<file path="config.mk">
export PLATFORM = sky130hd
export DESIGN_NAME = serial_subtractor
export DESIGN_NICKNAME = d
export VERILOG_FILES = /design/src/rtl/serial_subtractor_pkg.sv /design/src/rtl/serial_subtractor_sub_chunk_cell.sv /design/src/rtl/serial_subtractor.sv
export SDC_FILE = /design/constraint.sdc
export NUM_CORES = 1
export LEC_CHECK = 0
export BUFFER_PORTS_ARGS = -buffer_cell sky130_fd_sc_hd__buf_2
export CORE_AREA = 2 2 59 61
export DETAILED_ROUTE_END_ITERATION = 8
export DIE_AREA = 0 0 61 63
export PLACE_DENSITY_LB_ADDON = 0.3
export SLEW_MARGIN = 20
export SYNTH_ARGS = -nofsm -noshare
export SYNTH_HDL_FRONTEND = slang
export SYNTH_SLANG_ARGS = --single-unit
</file>
<file path="constraint.sdc">
create_clock -name clk -period 1.33 [get_ports clk]
set_input_delay 0.133 -clock clk [delete_from_list [all_inputs] [get_ports clk]]
set_output_delay 0.133 -clock clk [all_outputs]
set_load 0.1 [all_outputs]
</file>
<file path="src/rtl/serial_subtractor_pkg.sv">
// rtl/serial_subtractor_pkg.sv - shared state encoding and sizing helpers for the serial subtractor
package serial_subtractor_pkg;

    typedef enum logic [1:0] {
        IDLE = 2'd0,
        RUN  = 2'd1,
        DONE = 2'd2
    } state_t;

    // A single-chunk configuration still needs a 1-bit counter vector.
    function automatic int cnt_width(input int nchunk);
        return (nchunk > 1) ? $clog2(nchunk) : 1;
    endfunction

endpackage

</file>
<file path="src/rtl/serial_subtractor_sub_chunk_cell.sv">
// rtl/serial_subtractor_sub_chunk_cell.sv - combinational CHUNK-bit ripple-borrow subtractor
module sub_chunk_cell #(
    parameter int CHUNK = 1
) (
    input  logic [CHUNK-1:0] a_c,
    input  logic [CHUNK-1:0] b_c,
    input  logic             bin,
    output logic [CHUNK-1:0] d_c,
    output logic             bout
);

    always_comb begin
        logic bw;
        bw  = bin;
        d_c = '0;
        for (int i = 0; i < CHUNK; i++) begin
            d_c[i] = a_c[i] ^ b_c[i] ^ bw;
            bw     = (~a_c[i] & b_c[i]) | (~(a_c[i] ^ b_c[i]) & bw);
        end
        bout = bw;
    end

endmodule

</file>
<file path="src/rtl/serial_subtractor.sv">
// rtl/serial_subtractor.sv - multi-cycle a - b - borrow_in, CHUNK bits per clock, valid/ready on both sides
module serial_subtractor
    import serial_subtractor_pkg::*;
#(
    parameter int WIDTH = 8,
    parameter int CHUNK = 1
) (
    input  logic             clk,
    input  logic             rst_n,
    input  logic             in_valid,
    output logic             in_ready,
    input  logic [WIDTH-1:0] a,
    input  logic [WIDTH-1:0] b,
    input  logic             borrow_in,
    output logic             out_valid,
    input  logic             out_ready,
    output logic [WIDTH-1:0] diff,
    output logic             borrow_out,
    output logic             overflow
);

    localparam int NCHUNK = WIDTH / CHUNK;
    localparam int CW     = cnt_width(NCHUNK);
    localparam logic [CW-1:0] LAST = CW'(NCHUNK - 1);

    state_t           state_q, state_d;
    logic [CW-1:0]    cnt_q, cnt_d;
    logic [WIDTH-1:0] a_q, a_d;
    logic [WIDTH-1:0] b_q, b_d;
    logic             a_msb_q, a_msb_d;
    logic             b_msb_q, b_msb_d;
    logic             brw_q, brw_d;
    logic [WIDTH-1:0] diff_q, diff_d;
    logic             borrow_out_q, borrow_out_d;
    logic             overflow_q, overflow_d;

    logic [CHUNK-1:0]       d_c;
    logic                   bout;
    logic [WIDTH+CHUNK-1:0] diff_shift;
    logic                   last_chunk;

    sub_chunk_cell #(
        .CHUNK(CHUNK)
    ) u_cell (
        .a_c  (a_q[CHUNK-1:0]),
        .b_c  (b_q[CHUNK-1:0]),
        .bin  (brw_q),
        .d_c  (d_c),
        .bout (bout)
    );

    // New chunks enter at the MSB end so the result lines up after NCHUNK shifts.
    assign diff_shift = {d_c, diff_q};
    assign last_chunk = (cnt_q == LAST);

    always_ff @(posedge clk or negedge rst_n) begin
        if (!rst_n) begin
            state_q      <= IDLE;
            cnt_q        <= '0;
            a_q          <= '0;
            b_q          <= '0;
            a_msb_q      <= 1'b0;
            b_msb_q      <= 1'b0;
            brw_q        <= 1'b0;
            diff_q       <= '0;
            borrow_out_q <= 1'b0;
            overflow_q   <= 1'b0;
        end else begin
            state_q      <= state_d;
            cnt_q        <= cnt_d;
            a_q          <= a_d;
            b_q          <= b_d;
            a_msb_q      <= a_msb_d;
            b_msb_q      <= b_msb_d;
            brw_q        <= brw_d;
            diff_q       <= diff_d;
            borrow_out_q <= borrow_out_d;
            overflow_q   <= overflow_d;
        end
    end

    always_comb begin
        state_d = state_q;
        case (state_q)
            IDLE:    if (in_valid)   state_d = RUN;
            RUN:     if (last_chunk) state_d = DONE;
            DONE:    if (out_ready)  state_d = IDLE;
            default: state_d = IDLE;
        endcase
    end

    always_comb begin
        cnt_d        = cnt_q;
        a_d          = a_q;
        b_d          = b_q;
        a_msb_d      = a_msb_q;
        b_msb_d      = b_msb_q;
        brw_d        = brw_q;
        diff_d       = diff_q;
        borrow_out_d = borrow_out_q;
        overflow_d   = overflow_q;
        if (state_q == IDLE && in_valid) begin
            a_d     = a;
            b_d     = b;
            a_msb_d = a[WIDTH-1];
            b_msb_d = b[WIDTH-1];
            brw_d   = borrow_in;
            cnt_d   = '0;
        end else if (state_q == RUN) begin
            a_d    = a_q >> CHUNK;
            b_d    = b_q >> CHUNK;
            brw_d  = bout;
            diff_d = diff_shift[WIDTH+CHUNK-1:CHUNK];
            cnt_d  = cnt_q + CW'(1);
            if (last_chunk) begin
                cnt_d        = '0;
                borrow_out_d = bout;
                // Sign bits were captured at accept; the operand registers have shifted away.
                overflow_d   = (a_msb_q != b_msb_q) && (d_c[CHUNK-1] != a_msb_q);
            end
        end
    end

    always_comb begin
        in_ready  = (state_q == IDLE);
        out_valid = (state_q == DONE);
    end

    assign diff       = diff_q;
    assign borrow_out = borrow_out_q;
    assign overflow   = overflow_q;

endmodule

</file>
==> implementation parameters <==
Parameter                              Value

Run status
  Status ... finished, violations left
  Failing checks ... setup timing

Pwr
  Comb power frac ... 57.7%
  Internal power component ... 0.00288 W
  Proportion of total power due to net switching ... 48.3%
  Clock power share ... 10.8%
  VDD IR max ... 1.04 mV
  Seq pwr share ... 31.6%
  Areal power density over the cells ... 2820 nW/um2
  Switching Power ... 0.00269 W
  P_leak ... 1.03 nW

Finish
  Post-Layout Inst Area ... 1980 um2
  Area growth syn-to-layout ... 37.1%
  Final standard cell utilization of the core ... 61.1%
  Number of antenna repair diodes ... 0
  # nets final ... 224
  Share of cells above drive strength 1 ... 38.3%

Setup path
  Worst Reg2Reg Path Length in Cells ... 5
  Reg-to-Reg Start ... b_q[0]
  Critical path class ... reg2reg
  Required time of the worst setup path ... 1.55 ns
  Nature of the critical path startpoint ... flip-flop
  Startpoint of the most critical setup path ... b_q[0]
  Stage delay of the slowest cell on the critical path ... 0.61 ns
  Endpoint of the worst register-to-register path ... overflow
  Worst Path Max Fanout ... 3
  WP data arrival ... 1.63 ns
  Reg-to-reg slack, setup ... -0.08 ns
  Cells along the critical path ... inv_2, fa_2, nor3b_2, a21oi_1, o21ai_1
  Critical Path End Type ... flip-flop
  Cell with the largest stage delay on the worst path ... sky130_fd_sc_hd__fa_2

Global route
  Initial antenna violation count ... 0
  First-pass GRT wire length ... 5310 um
  Overall track demand over capacity in global routing ... 18.4%
  Largest net degree at the start of global routing ... 35
  Total global routing overflow ... 0
  Vias in the first global route ... 1,242

Timing
  Slew @ Worst Pin ... 0.487 ns
  Highest Clock Rate ... 710 MHz
  Final Critical Period ... 1.41 ns
  Final WS setup ... -0.0790 ns
  Number of pins exceeding their max-slew limit in the final report ... 0
  Final count of negative-setup-slack endpoints ... 2
  Setup repair after global routing missed its margin ... yes
  WHS ... 0.0111 ns
  Slew Limit Headroom ... 67.7%
  Setup_tns ... -0.110 ns
  Final hold viol count ... 0
  Final worst path period share ... 106%
  Post-Route Skew ... 0.00953 ns

Detailed routing
  Number of DRC violations after detailed routing ... 0
  DR iter-0 viols ... 67
  Number of search-and-repair iterations in the first detailed-routing pass ... 4
  Post-Route WL ... 3090 um
  Average wire per cell in the routed design ... 12.5 um
  Routed vias ... 1,215
  Vias/cell ... 4.92
  Final ANT Viol Nets ... 0

Floorplanning
  Initial core utilization ... 44.6%
  Chip Height ... 63 um
  Die Outline Area ... 3840 um2
  Floorplan die width ... 61 um
  Core box area ... 3230 um2
  Num rows ... 21
  Top-level I/O count ... 33

Clock tree
  Number of buffers inserted during clock tree synthesis ... 5
  TritonCTS clock tree ... done
  Root cell of the clock tree ... sky130_fd_sc_hd__clkbuf_4
  Count of clock tree sinks ... 34
  Clock buffer depth ... 2
  H-tree Lvls ... 2
  Clock Pin Slew Worst Setup and Hold Paths ... 0.11 ns
  Later-pin clock latency in the skew report ... 0.33 ns

Logic synthesis
  Number of instances in the synthesized netlist ... 143
  Number of unique standard cell types used by synthesis ... 23
  Total number of yosys warnings ... 0
  Cell types with the largest area share after synthesis ... sky130_fd_sc_hd__dfrtp_1, sky130_fd_sc_hd__nand2_1, sky130_fd_sc_hd__a22oi_1, sky130_fd_sc_hd__buf_2, sky130_fd_sc_hd__ha_1
  Post-synth top area share ... 59.0%
  Average instance area after synthesis ... 10.1 um2
  Post-synthesis cell type with the largest combined area ... sky130_fd_sc_hd__dfrtp_1
  Synthesized cell area ... 1440 um2
  Number of synthesized register bits ... 34
  Total nets after synthesis ... 167
  Post-synthesis sequential area ratio ... 59.0%

Placement
  Post-placement worst setup slack ... -0.104 ns
  Post-Place Cell Area ... 1740 um2
  Detail Placement HPWL ... 2140 um
  Count of port buffers added during placement ... 32
  Routability cong. ... 0.712

Flow run
  Max capacitance violation total ... 0

Min path
  Hold Path Sink ... b_q[4]
  Hold path startpoint ... b[4]
  Hold Path Depth ... 3
  Class of the most critical hold timing path ... in2reg
==> registers in the layout, summed over array words and instances, names as in the netlist <==
| signal | cells |
|---|---|
| a_q | 8 |
| diff | 8 |
| overflow | 1 |
| a_msb_q | 1 |
| brw_q | 1 |
| state_q | 2 |
| b_q | 8 |
| cnt_q | 3 |
| b_msb_q | 1 |
| borrow_out | 1 |
==> cells in the final DEF (no fill, tap or decap), types with 2 or more instances in the layout <==
cell type,synthesis,layout
sky130_fd_sc_hd__buf_2,5,25
sky130_fd_sc_hd__buf_12,0,2
sky130_fd_sc_hd__mux2_2,2,2
sky130_fd_sc_hd__dfrtp_1,34,33
sky130_fd_sc_hd__a22o_1,2,2
sky130_fd_sc_hd__clkbuf_4,0,11
sky130_fd_sc_hd__nor3b_2,1,2
sky130_fd_sc_hd__nor2b_4,0,2
sky130_fd_sc_hd__buf_6,0,7
sky130_fd_sc_hd__nand2b_1,2,2
sky130_fd_sc_hd__nand2_1,60,60
sky130_fd_sc_hd__inv_2,0,2
sky130_fd_sc_hd__o21ai_1,1,2
sky130_fd_sc_hd__buf_4,2,16
sky130_fd_sc_hd__o21ai_0,3,2
sky130_fd_sc_hd__a22oi_1,14,14
==> stage by stage <==
step                instances  total power, W
finish                    247         0.00557
global route              247         0.00596
CTS                       239         0.00530
detailed placement        224         0.00451
global placement          224         0.00439
floorplan                 143         0.00384
==> cells in the mapped netlist <==
cell type,count
sky130_fd_sc_hd__nand2_1,60
sky130_fd_sc_hd__dfrtp_1,34
sky130_fd_sc_hd__a22oi_1,14
sky130_fd_sc_hd__buf_2,5
sky130_fd_sc_hd__nor2b_1,3
sky130_fd_sc_hd__o21ai_0,3
sky130_fd_sc_hd__a22o_1,2
sky130_fd_sc_hd__buf_4,2
sky130_fd_sc_hd__ha_1,2
sky130_fd_sc_hd__inv_1,2
sky130_fd_sc_hd__mux2_2,2
sky130_fd_sc_hd__nand2b_1,2
sky130_fd_sc_hd__nor2_1,2
sky130_fd_sc_hd__a21oi_1,1
sky130_fd_sc_hd__a221o_1,1
sky130_fd_sc_hd__fa_1,1
sky130_fd_sc_hd__nand3b_1,1
sky130_fd_sc_hd__nor3b_1,1
sky130_fd_sc_hd__nor3b_2,1
sky130_fd_sc_hd__o21ai_1,1
sky130_fd_sc_hd__o21bai_1,1
sky130_fd_sc_hd__o21bai_2,1
sky130_fd_sc_hd__o31ai_1,1
==> power groups by stage <==
stage	combinational, W	sequential, W	clock [W]
after CTS	0.00293	0.00175	0.000617
after global routing	0.00348	0.00182	0.000655
after detailed placement	0.00274	0.00177	0
final	0.00321	0.00176	0.000599
after global placement	0.00265	0.00174	0
after floorplan	0.00117	0.00267	0
==> per-layer routing <==
layer	GRT usage (%)	share of wire (%)
met1	21.8	43
met2	31.6	52
met3	5.59	3.8
met4	4.89	1.2
met5	0	0
==> timing repair <==
action / in CTS / in global routing
endpoints found under the setup margin: 3 / 39
gates resized for setup: 5 / 17
setup buffers: 6 / 7
gates cloned: 0 / 1
pin swaps: 2 / 4
hold buffers: 1 / 0
endpoints found under the hold margin: 34 / 0
==> worst max-delay path: cells and delay by family, from the launching register on <==
| kind | cells | cell delay [ns] |
|---|---|---|
| flip-flops | 1 | 0.38 |
| AND/OR/NAND/NOR | 1 | 0.06 |
| AO/OA/AOI/OAI | 2 | 0.19 |
| adder cells (fa/ha/maj) | 1 | 0.61 |
| buffers and inverters | 1 | 0.05 |
==> cell families after synthesis <==
group | after synthesis | synth area share [%]
multiplexers | 2 | 1.56
adder cells (fa/ha/maj) | 3 | 3.12
AND/OR/NAND/NOR | 70 | 20.2
AO/OA/AOI/OAI | 25 | 12.8
flip-flops | 34 | 59.0
buffers and inverters | 9 | 3.30
==> area by class of cell <==
class | instances | area (um2)
clock inverter | 2 | 12.5
multi-input combinational | 100 | 576
tap | 46 | 57.6
inverter | 2 | 7.51
fill | 287 | 1260
timing repair buffer | 57 | 419
sequential | 34 | 852
clock buffer | 6 | 51.3
==> how the worst max path moves through the flow <==
stage	cells past startpoint	slack, ns	endpoint
finish	5	-0.08	overflow
global route	5	-0.11	overflow
CTS	5	-0.05	overflow
detailed placement	5	-0.10	overflow
global placement	5	0.01	overflow
floorplan	5	0.03	overflow
Note: power is estimated with default switching activity, not from simulation.
